### src/rtl/star_box_finder_if.sv
// ---------------------------------------------------------------------------
// star_box_finder_if
// Bundles every non-clock/reset signal of the star box finder.
//   i_goFind     : start-scan pulse
//   o_rdAddr     : framebuffer read address (probeY*(XMAX+1) + probeX)
//   i_pixIn      : framebuffer read data, one cycle after o_rdAddr
//   o_xLeft/o_xRight/o_yTop/o_yBottom : inclusive bounding box of a star
//   o_goClean    : one-cycle request to the cleaner, box stable until i_doneClean
//   i_doneClean  : cleaner finished pulse
//   o_starCount  : stars found in the current scan, saturating at 255
//   o_busy       : high while a scan is in progress
//   o_doneFind   : one-cycle pulse at the end of a scan
// Modports: master = the finder itself, slave = framebuffer/cleaner/controller.
// ---------------------------------------------------------------------------
interface star_box_finder_if #(
   parameter int xSz    = 8,
   parameter int ySz    = 7,
   parameter int colSz  = 3,
   parameter int addrSz = 15
);
   logic              i_goFind;
   logic [addrSz-1:0] o_rdAddr;
   logic [colSz-1:0]  i_pixIn;
   logic [xSz-1:0]    o_xLeft;
   logic [xSz-1:0]    o_xRight;
   logic [ySz-1:0]    o_yTop;
   logic [ySz-1:0]    o_yBottom;
   logic              o_goClean;
   logic              i_doneClean;
   logic [7:0]        o_starCount;
   logic              o_busy;
   logic              o_doneFind;

   modport master (
      input  i_goFind, i_pixIn, i_doneClean,
      output o_rdAddr, o_xLeft, o_xRight, o_yTop, o_yBottom,
             o_goClean, o_starCount, o_busy, o_doneFind
   );

   modport slave (
      output i_goFind, i_pixIn, i_doneClean,
      input  o_rdAddr, o_xLeft, o_xRight, o_yTop, o_yBottom,
             o_goClean, o_starCount, o_busy, o_doneFind
   );
endinterface

### src/rtl/star_box_finder.sv
// ---------------------------------------------------------------------------
// star_box_finder
// Raster-scans the framebuffer through a synchronous read port. On each lit
// pixel it grows a bounding box (right run, left run, then row by row
// downward), hands the box to the cleaner with a goClean pulse, waits for
// doneClean, counts the star and resumes the scan.
// Ports:
//   i_clk   : clock
//   i_reset : synchronous, active-high reset
//   bus     : star_box_finder_if.master (see interface header)
// ---------------------------------------------------------------------------
module star_box_finder #(
   parameter int xSz    = 8,
   parameter int ySz    = 7,
   parameter int colSz  = 3,
   parameter int addrSz = 15,
   parameter int XMAX   = 159,
   parameter int YMAX   = 119,
   parameter int THRESH = 1
) (
   input  logic              i_clk,
   input  logic              i_reset,
   star_box_finder_if.master bus
);

   typedef enum logic [3:0] {
      S_IDLE       = 4'd0,
      S_SCAN_ADDR  = 4'd1,
      S_SCAN_EVAL  = 4'd2,
      S_RIGHT_ADDR = 4'd3,
      S_RIGHT_EVAL = 4'd4,
      S_LEFT_ADDR  = 4'd5,
      S_LEFT_EVAL  = 4'd6,
      S_ROW_START  = 4'd7,
      S_ROW_ADDR   = 4'd8,
      S_ROW_EVAL   = 4'd9,
      S_CLEAN_REQ  = 4'd10,
      S_CLEAN_WAIT = 4'd11,
      S_DONE       = 4'd12
   } state_t;

   localparam logic [xSz-1:0]    X_LAST   = xSz'(XMAX);
   localparam logic [xSz-1:0]    X_ZERO   = {xSz{1'b0}};
   localparam logic [xSz-1:0]    X_ONE    = xSz'(1);
   localparam logic [ySz-1:0]    Y_LAST   = ySz'(YMAX);
   localparam logic [ySz-1:0]    Y_ZERO   = {ySz{1'b0}};
   localparam logic [ySz-1:0]    Y_ONE    = ySz'(1);
   localparam logic [colSz-1:0]  C_THRESH = colSz'(THRESH);
   localparam logic [addrSz-1:0] A_PITCH  = addrSz'(XMAX + 1);
   localparam logic [addrSz-1:0] A_ZERO   = {addrSz{1'b0}};

   state_t            r_state, w_state_nxt;
   // sx/sy: raster scan position; px/py: current probe; x0: column of the seed pixel
   logic [xSz-1:0]    r_sx, r_px, r_x0, r_lo, r_hi, r_xLeft, r_xRight;
   logic [xSz-1:0]    w_sx_nxt, w_px_nxt, w_x0_nxt, w_lo_nxt, w_hi_nxt, w_xLeft_nxt, w_xRight_nxt;
   logic [ySz-1:0]    r_sy, r_py, r_row, r_yTop, r_yBottom;
   logic [ySz-1:0]    w_sy_nxt, w_py_nxt, w_row_nxt, w_yTop_nxt, w_yBottom_nxt;
   logic              r_rowHit, w_rowHit_nxt;
   logic [7:0]        r_starCount, w_starCount_nxt;
   logic [addrSz-1:0] r_rdAddr, w_rdAddr_nxt;
   logic              r_goClean, r_busy, r_doneFind;

   logic              w_lit, w_scan_last, w_row_hit_now;
   logic [xSz-1:0]    w_sx_succ;
   logic [ySz-1:0]    w_sy_succ;

   assign w_lit         = (bus.i_pixIn >= C_THRESH);
   assign w_scan_last   = (r_sx == X_LAST) && (r_sy == Y_LAST);
   assign w_sx_succ     = (r_sx == X_LAST) ? X_ZERO : (r_sx + X_ONE);
   assign w_sy_succ     = (r_sx == X_LAST) ? (r_sy + Y_ONE) : r_sy;
   assign w_row_hit_now = r_rowHit | w_lit;

   // Next-state and next-value logic for the scan/grow/clean sequence
   always_comb begin
      w_state_nxt     = r_state;
      w_sx_nxt        = r_sx;
      w_sy_nxt        = r_sy;
      w_px_nxt        = r_px;
      w_py_nxt        = r_py;
      w_x0_nxt        = r_x0;
      w_lo_nxt        = r_lo;
      w_hi_nxt        = r_hi;
      w_row_nxt       = r_row;
      w_rowHit_nxt    = r_rowHit;
      w_xLeft_nxt     = r_xLeft;
      w_xRight_nxt    = r_xRight;
      w_yTop_nxt      = r_yTop;
      w_yBottom_nxt   = r_yBottom;
      w_starCount_nxt = r_starCount;
      case (r_state)
         S_IDLE: begin
            if (bus.i_goFind) begin
               w_starCount_nxt = 8'd0;
               w_sx_nxt        = X_ZERO;
               w_sy_nxt        = Y_ZERO;
               w_px_nxt        = X_ZERO;
               w_py_nxt        = Y_ZERO;
               w_state_nxt     = S_SCAN_ADDR;
            end else begin
               w_state_nxt = S_IDLE;
            end
         end
         S_SCAN_ADDR:  w_state_nxt = S_SCAN_EVAL;
         S_SCAN_EVAL: begin
            if (w_lit) begin
               w_x0_nxt      = r_sx;
               w_xLeft_nxt   = r_sx;
               w_xRight_nxt  = r_sx;
               w_yTop_nxt    = r_sy;
               w_yBottom_nxt = r_sy;
               // A seed in the last column has no right run; it cannot be column 0
               if (r_sx == X_LAST) begin
                  w_px_nxt    = r_sx - X_ONE;
                  w_state_nxt = S_LEFT_ADDR;
               end else begin
                  w_px_nxt    = r_sx + X_ONE;
                  w_state_nxt = S_RIGHT_ADDR;
               end
            end else if (w_scan_last) begin
               w_state_nxt = S_DONE;
            end else begin
               w_sx_nxt    = w_sx_succ;
               w_sy_nxt    = w_sy_succ;
               w_px_nxt    = w_sx_succ;
               w_py_nxt    = w_sy_succ;
               w_state_nxt = S_SCAN_ADDR;
            end
         end
         S_RIGHT_ADDR: w_state_nxt = S_RIGHT_EVAL;
         S_RIGHT_EVAL: begin
            if (w_lit && (r_px != X_LAST)) begin
               w_xRight_nxt = r_px;
               w_px_nxt     = r_px + X_ONE;
               w_state_nxt  = S_RIGHT_ADDR;
            end else begin
               if (w_lit) begin
                  w_xRight_nxt = r_px;
               end else begin
                  w_xRight_nxt = r_xRight;
               end
               // Right run finished: start the left run unless the seed sits in column 0
               if (r_x0 == X_ZERO) begin
                  w_state_nxt = S_ROW_START;
               end else begin
                  w_px_nxt    = r_x0 - X_ONE;
                  w_state_nxt = S_LEFT_ADDR;
               end
            end
         end
         S_LEFT_ADDR:  w_state_nxt = S_LEFT_EVAL;
         S_LEFT_EVAL: begin
            if (w_lit && (r_px != X_ZERO)) begin
               w_xLeft_nxt = r_px;
               w_px_nxt    = r_px - X_ONE;
               w_state_nxt = S_LEFT_ADDR;
            end else begin
               if (w_lit) begin
                  w_xLeft_nxt = r_px;
               end else begin
                  w_xLeft_nxt = r_xLeft;
               end
               w_state_nxt = S_ROW_START;
            end
         end
         S_ROW_START: begin
            if (r_yBottom == Y_LAST) begin
               w_state_nxt = S_CLEAN_REQ;
            end else begin
               // Probe window is latched here so in-row widening cannot extend it
               w_row_nxt    = r_yBottom + Y_ONE;
               w_py_nxt     = r_yBottom + Y_ONE;
               w_lo_nxt     = (r_xLeft == X_ZERO) ? X_ZERO : (r_xLeft - X_ONE);
               w_hi_nxt     = (r_xRight == X_LAST) ? X_LAST : (r_xRight + X_ONE);
               w_px_nxt     = (r_xLeft == X_ZERO) ? X_ZERO : (r_xLeft - X_ONE);
               w_rowHit_nxt = 1'b0;
               w_state_nxt  = S_ROW_ADDR;
            end
         end
         S_ROW_ADDR:   w_state_nxt = S_ROW_EVAL;
         S_ROW_EVAL: begin
            if (w_lit) begin
               w_rowHit_nxt = 1'b1;
               w_xLeft_nxt  = (r_px < r_xLeft) ? r_px : r_xLeft;
               w_xRight_nxt = (r_px > r_xRight) ? r_px : r_xRight;
            end else begin
               w_rowHit_nxt = r_rowHit;
            end
            if (r_px != r_hi) begin
               w_px_nxt    = r_px + X_ONE;
               w_state_nxt = S_ROW_ADDR;
            end else if (w_row_hit_now) begin
               w_yBottom_nxt = r_row;
               w_state_nxt   = S_ROW_START;
            end else begin
               w_state_nxt = S_CLEAN_REQ;
            end
         end
         S_CLEAN_REQ:  w_state_nxt = S_CLEAN_WAIT;
         S_CLEAN_WAIT: begin
            if (bus.i_doneClean) begin
               w_starCount_nxt = (r_starCount == 8'd255) ? 8'd255 : (r_starCount + 8'd1);
               if (w_scan_last) begin
                  w_state_nxt = S_DONE;
               end else begin
                  w_sx_nxt    = w_sx_succ;
                  w_sy_nxt    = w_sy_succ;
                  w_px_nxt    = w_sx_succ;
                  w_py_nxt    = w_sy_succ;
                  w_state_nxt = S_SCAN_ADDR;
               end
            end else begin
               w_state_nxt = S_CLEAN_WAIT;
            end
         end
         S_DONE:       w_state_nxt = S_IDLE;
         default:      w_state_nxt = S_IDLE;
      endcase
   end

   // Read address for the upcoming cycle; zero whenever no probe is active
   always_comb begin
      if (w_state_nxt inside {S_SCAN_ADDR, S_SCAN_EVAL, S_RIGHT_ADDR, S_RIGHT_EVAL,
                              S_LEFT_ADDR, S_LEFT_EVAL, S_ROW_ADDR, S_ROW_EVAL}) begin
         w_rdAddr_nxt = (addrSz'(w_py_nxt) * A_PITCH) + addrSz'(w_px_nxt);
      end else begin
         w_rdAddr_nxt = A_ZERO;
      end
   end

   // State and datapath registers, synchronous reset
   always_ff @(posedge i_clk) begin
      if (i_reset) begin
         r_state     <= S_IDLE;
         r_sx        <= X_ZERO;
         r_sy        <= Y_ZERO;
         r_px        <= X_ZERO;
         r_py        <= Y_ZERO;
         r_x0        <= X_ZERO;
         r_lo        <= X_ZERO;
         r_hi        <= X_ZERO;
         r_row       <= Y_ZERO;
         r_rowHit    <= 1'b0;
         r_xLeft     <= X_ZERO;
         r_xRight    <= X_ZERO;
         r_yTop      <= Y_ZERO;
         r_yBottom   <= Y_ZERO;
         r_starCount <= 8'd0;
         r_rdAddr    <= A_ZERO;
         r_goClean   <= 1'b0;
         r_busy      <= 1'b0;
         r_doneFind  <= 1'b0;
      end else begin
         r_state     <= w_state_nxt;
         r_sx        <= w_sx_nxt;
         r_sy        <= w_sy_nxt;
         r_px        <= w_px_nxt;
         r_py        <= w_py_nxt;
         r_x0        <= w_x0_nxt;
         r_lo        <= w_lo_nxt;
         r_hi        <= w_hi_nxt;
         r_row       <= w_row_nxt;
         r_rowHit    <= w_rowHit_nxt;
         r_xLeft     <= w_xLeft_nxt;
         r_xRight    <= w_xRight_nxt;
         r_yTop      <= w_yTop_nxt;
         r_yBottom   <= w_yBottom_nxt;
         r_starCount <= w_starCount_nxt;
         r_rdAddr    <= w_rdAddr_nxt;
         r_goClean   <= (w_state_nxt == S_CLEAN_REQ);
         r_busy      <= (w_state_nxt != S_IDLE) && (w_state_nxt != S_DONE);
         r_doneFind  <= (w_state_nxt == S_DONE);
      end
   end

   assign bus.o_rdAddr    = r_rdAddr;
   assign bus.o_xLeft     = r_xLeft;
   assign bus.o_xRight    = r_xRight;
   assign bus.o_yTop      = r_yTop;
   assign bus.o_yBottom   = r_yBottom;
   assign bus.o_goClean   = r_goClean;
   assign bus.o_starCount = r_starCount;
   assign bus.o_busy      = r_busy;
   assign bus.o_doneFind  = r_doneFind;

endmodule
### src/flat_wrapper.sv
// flat-port wrapper written by rule: the top's interface ports become plain ports
module star_box_finder_flat 
#(
   parameter int xSz    = 8,
   parameter int ySz    = 7,
   parameter int colSz  = 3,
   parameter int addrSz = 15,
   parameter int XMAX   = 159,
   parameter int YMAX   = 119,
   parameter int THRESH = 1
)
  (i_clk, i_reset, bus_i_goFind, bus_i_pixIn, bus_i_doneClean, bus_o_rdAddr, bus_o_xLeft, bus_o_xRight, bus_o_yTop, bus_o_yBottom, bus_o_goClean, bus_o_starCount, bus_o_busy, bus_o_doneFind);
  star_box_finder_if #(.xSz(xSz), .ySz(ySz), .colSz(colSz), .addrSz(addrSz)) bus_i ();
  input  logic i_clk;
  input  logic i_reset;
  input wire logic [$bits(bus_i.i_goFind)-1:0] bus_i_goFind;
  input wire logic [$bits(bus_i.i_pixIn)-1:0] bus_i_pixIn;
  input wire logic [$bits(bus_i.i_doneClean)-1:0] bus_i_doneClean;
  output wire logic [$bits(bus_i.o_rdAddr)-1:0] bus_o_rdAddr;
  output wire logic [$bits(bus_i.o_xLeft)-1:0] bus_o_xLeft;
  output wire logic [$bits(bus_i.o_xRight)-1:0] bus_o_xRight;
  output wire logic [$bits(bus_i.o_yTop)-1:0] bus_o_yTop;
  output wire logic [$bits(bus_i.o_yBottom)-1:0] bus_o_yBottom;
  output wire logic [$bits(bus_i.o_goClean)-1:0] bus_o_goClean;
  output wire logic [$bits(bus_i.o_starCount)-1:0] bus_o_starCount;
  output wire logic [$bits(bus_i.o_busy)-1:0] bus_o_busy;
  output wire logic [$bits(bus_i.o_doneFind)-1:0] bus_o_doneFind;
  assign bus_i.i_goFind = bus_i_goFind;
  assign bus_i.i_pixIn = bus_i_pixIn;
  assign bus_i.i_doneClean = bus_i_doneClean;
  assign bus_o_rdAddr = bus_i.o_rdAddr;
  assign bus_o_xLeft = bus_i.o_xLeft;
  assign bus_o_xRight = bus_i.o_xRight;
  assign bus_o_yTop = bus_i.o_yTop;
  assign bus_o_yBottom = bus_i.o_yBottom;
  assign bus_o_goClean = bus_i.o_goClean;
  assign bus_o_starCount = bus_i.o_starCount;
  assign bus_o_busy = bus_i.o_busy;
  assign bus_o_doneFind = bus_i.o_doneFind;
  star_box_finder #(.xSz(xSz), .ySz(ySz), .colSz(colSz), .addrSz(addrSz), .XMAX(XMAX), .YMAX(YMAX), .THRESH(THRESH)) u_core (.i_clk(i_clk), .i_reset(i_reset), .bus(bus_i));
endmodule
### config.mk
export PLATFORM = sky130hd
export DESIGN_NAME = star_box_finder_flat
export DESIGN_NICKNAME = d
export VERILOG_FILES = /design/src/rtl/star_box_finder_if.sv /design/src/rtl/star_box_finder.sv /design/src/flat_wrapper.sv
export SDC_FILE = /design/constraint.sdc
export NUM_CORES = 1
export LEC_CHECK = 0
export BUFFER_PORTS_ARGS = -buffer_cell sky130_fd_sc_hd__clkbuf_2
export CAP_MARGIN = 20
export CORE_MARGIN = 2
export CORE_UTILIZATION = 35
export CTS_BUF_LIST = sky130_fd_sc_hd__clkbuf_4 sky130_fd_sc_hd__clkbuf_8
export CTS_CLUSTER_SIZE = 25
export DETAILED_ROUTE_END_ITERATION = 10
export GPL_TIMING_DRIVEN = 0
export MAX_ROUTING_LAYER = met4
export PLACE_DENSITY_LB_ADDON = 0.08
export SYNTH_ARGS = -nofsm -noshare
export SYNTH_HDL_FRONTEND = slang
export SYNTH_SLANG_ARGS = --single-unit
### constraint.sdc
create_clock -name i_clk -period 4.55 [get_ports i_clk]
set_input_delay 0 -clock i_clk [delete_from_list [all_inputs] [get_ports i_clk]]
set_output_delay 0 -clock i_clk [all_outputs]
set_load 0.005 [all_outputs]
==> run metrics <==
Top Ports=63; setup slack after layout=202.0 ps; Min-Delay Path Class=input port to flop; DR iter-0 viols=715; worst slew pin tran=809.9 ps; Comb power frac=0.197; CTS sink count=114; status=finished clean; dpl cells=1,254; clk slew on worst S/H paths=80 ps; first-pass GRT wire length=39,300 µm; Leak=3.275 nW; DP HPWL=18,710 µm; starting density of the core=0.3539; buffers added on ports=roughly 60; syn_area_per_cell=7.683 µm²; Synth async-reset ratio=0; vias in the first global route=6,758; Fill cells=2,169; final hold slack=67.75 ps; routability cong.=0.9382; die height=between 100 and 150 µm; 1st-pass router iterations=7; Max-Cap Viols=0; Worst-Skew Late Latency=470 ps; Final Skew=12.23 ps; Sw Pwr=about 0.85 mW; Mapped Cells=between 900 and 1,000; Mapped Nets=972; Setup crit end kind=flop; via count=~7,000; R2R Path End=u_core.bus.o_rdAddr[13]; pre-CTS worst setup slack=-483.3 ps; area of the mapped netlist=around 7100 µm²; core area=~20,000 µm²; Max VDD drop=0.0001667 V; Die ar.=21,420 µm²; NumNets Final=approximately 1,100; DRC=0; antenna violations before repair=0; r2r worst-path depth=21; GRT overflow=0; Clock Power Share=0.394; Synth Register Bits=114; Yosys warnings=0; reg-to-reg startpoint=u_core.r_sx[0]; Final setup viols=0; pwr dens=around 320 nW/µm²; Worst Setup Start Kind=flop; CTS tree=done; CTS Root Cell=clkbuf_8; Endpoint, Worst Hold=u_core.r_state[1]; Int Pwr=between 1.5 and 2 mW; Post-DRT Antenna Nets=0; Post-synth EDFFs=0; Antenna diodes=0; Hold Path Origin=i_reset; WS Path Type=flop to flop; Num CTS Buffers=17; die width=146.3 µm; CTS HTree Levels=4; layout cells sized above 1=0.1350; post-synthesis sequential area ratio=0.3218; Fmax achieved=230.0 MHz; Required @ worst endpoint=4910 ps; R2R setup slack=200 ps; non-filler cells, final=around 1,300; worst hold stages=2; Worst Path Max Fanout=6; Fin Setup TNS=0 ps; largest net degree at the start of global routing=17; post-synthesis cell type count=69; Final min period=4348 ps; fin crit share=0.9556; WP data arrival=roughly 4700 ps; via/cell ratio=about 5.6; Sw Ratio=0.3210; area grow syn2layout=16.39%; max_slew headroom=0.4601; Wirelength per Cell=19.76 µm; CTS Buffer Depth=2; Synth Flop Type=dfxtp_1; fin. max-slew vios=0; final wirelength=25,390 µm; final-report hold violation count=0; Total Routing Usage GR=0.2448; site row count=52; Flop pwr share=0.409
metrics by stage:
step / total power, mW / instance area (µm²) / utilization
after floorplan: 1.437 / 7092 / -
after global placement: 1.619 / 7735 / 0.3860
after detailed placement: 1.614 / 7735 / 0.3860
after CTS: 2.658 / 8180 / 0.4082
after global routing: 2.771 / 8254 / 0.4119
final: 2.651 / 8254 / 0.4119
per-layer routing:
layer,GRT usage,wire [µm],up-vias
li1,-,-,3467
met1,0.3423,12150,3378
met2,0.3535,10910,299
met3,0.05750,1952,36
met4,0.06650,372,0
met5,-,0,-
cell usage after synthesis, types with 10 or more instances:
| library cell | count | area, µm² |
|---|---|---|
| o21ai_0 | 45 | 225.2 |
| o21a_1 | 15 | 112.6 |
| inv_1 | 34 | 127.6 |
| o22ai_1 | 21 | 131.4 |
| nor3_1 | 21 | 105.1 |
| and3_1 | 11 | 68.82 |
| xnor2_1 | 34 | 297.8 |
| nor2b_1 | 10 | 62.56 |
| nor4_1 | 11 | 68.82 |
| nand3_1 | 32 | 160.2 |
| xor2_1 | 17 | 148.9 |
| dfxtp_1 | 114 | 2282 |
| clkbuf_1 | 45 | 168.9 |
| ha_1 | 40 | 500.5 |
| nor2_1 | 116 | 435.4 |
| and2_1 | 18 | 112.6 |
| a21oi_1 | 82 | 410.4 |
| nand2_1 | 87 | 326.6 |
timing repair:
| action | in CTS | in global routing |
|---|---|---|
| buffers inserted | 0 | 1 |
| endpoints found under the setup margin | 5 | 4 |
| pin swaps | 0 | 2 |
| hold buffers | 0 | 0 |
| resized for setup | 9 | 26 |
sequential cells by signal, summed over array words and instances (netlist names):
name	flops
u_core.bus.o_xLeft	8
u_core.bus.o_goClean	1
u_core.r_py	7
u_core.bus.o_starCount	8
u_core.r_hi	8
u_core.r_px	8
u_core.r_x0	8
u_core.bus.o_xRight	8
u_core.r_sy	7
u_core.r_rowHit	1
u_core.r_state	4
u_core.bus.o_yBottom	7
u_core.r_sx	8
u_core.bus.o_busy	1
u_core.bus.o_rdAddr	15
u_core.bus.o_doneFind	1
u_core.r_row	7
u_core.bus.o_yTop	7
worst max-delay path by stage:
stage | from | to | depth (start not counted)
floorplan | u_core.r_state[3] | u_core.bus.o_rdAddr[13] | 17
finish | u_core.r_sx[0] | u_core.bus.o_rdAddr[13] | 21
CTS | u_core.r_sx[0] | u_core.bus.o_rdAddr[13] | 18
detailed placement | u_core.bus.o_yBottom[0] | u_core.bus.o_rdAddr[13] | 16
global placement | u_core.bus.o_yBottom[0] | u_core.bus.o_rdAddr[13] | 16
global route | u_core.r_state[1] | u_core.bus.o_rdAddr[13] | 16
logic make-up after synthesis:
family                   synth area share
AND/OR/NAND/NOR                    0.2489
XOR/XNOR                          0.06299
flip-flops                         0.3218
adder cells (fa/ha/maj)           0.07622
multiplexers                     0.004234
AO/OA/AOI/OAI                      0.2340
buffers and inverters             0.05187
power by group through the flow:
| stage | clock [mW] | sequential [mW] | combinational [mW] |
|---|---|---|---|
| after CTS | 1.06 | 1.08 | 0.512 |
| after global routing | 1.11 | 1.09 | 0.573 |
| after global placement | 0 | 1.10 | 0.516 |
| after detailed placement | 0 | 1.10 | 0.511 |
| final | 1.05 | 1.08 | 0.521 |
| after floorplan | 0 | 1.09 | 0.345 |
placed cells by master (no fill, tap or decap), types with 4 or more instances in the layout:
| cell type | instances |
|---|---|
| clkbuf_2 | 70 |
| o211ai_1 | 6 |
| nand3_1 | 32 |
| or2_2 | 5 |
| dfxtp_1 | 113 |
| inv_1 | 34 |
| a22oi_1 | 7 |
| buf_2 | 5 |
| a31oi_1 | 7 |
| clkbuf_8 | 18 |
| a311oi_1 | 9 |
| ha_1 | 39 |
| a21o_1 | 8 |
| o32ai_1 | 6 |
| o22ai_1 | 20 |
| xnor2_1 | 34 |
| xor2_1 | 17 |
| nor3_1 | 21 |
| a211oi_1 | 8 |
| or3_1 | 8 |
| o31ai_1 | 4 |
| o21bai_1 | 4 |
| nor2_1 | 114 |
| nor3b_1 | 7 |
| o21a_1 | 15 |
| and3_1 | 11 |
| nor2b_1 | 10 |
| clkbuf_1 | 35 |
| a21oi_1 | 82 |
| or4_1 | 5 |
| and2_1 | 18 |
| o21ai_0 | 43 |
| nand3b_1 | 4 |
| nand2_1 | 87 |
| a211o_1 | 5 |
| nand4_1 | 7 |
| nand2b_1 | 8 |
| nor4_1 | 7 |
cell type report:
class                      count  area, µm²  share of cell area
timing repair buffer          62      312.8             0.03790
sequential                   114       2283              0.2766
buffer                        55      246.5             0.02986
inverter                      34      127.6             0.01546
tap                          270      337.8             0.04093
multi-input combinational    718       4526              0.5483
clock inverter                12      157.7             0.01910
clock buffer                  20      262.8             0.03183
critical path, cell delays in order, from the launching register on:
cell      delay [ps]
dfxtp_1          340
ha_2             270
nand3_2          180
or4_1            490
buf_2            170
or2_4            260
o21ai_0           90
nor2b_1          210
a21oi_1          110
o22ai_2          230
ha_1             200
ha_1             160
inv_1             60
fa_1             390
nor2b_1          120
o21ai_0           80
nand2b_1         140
xor2_1           240
nand3_1          130
xnor2_1          190
xnor2_1          140
nor2_1            50
No activity file was read; power rests on OpenSTA's default activity.
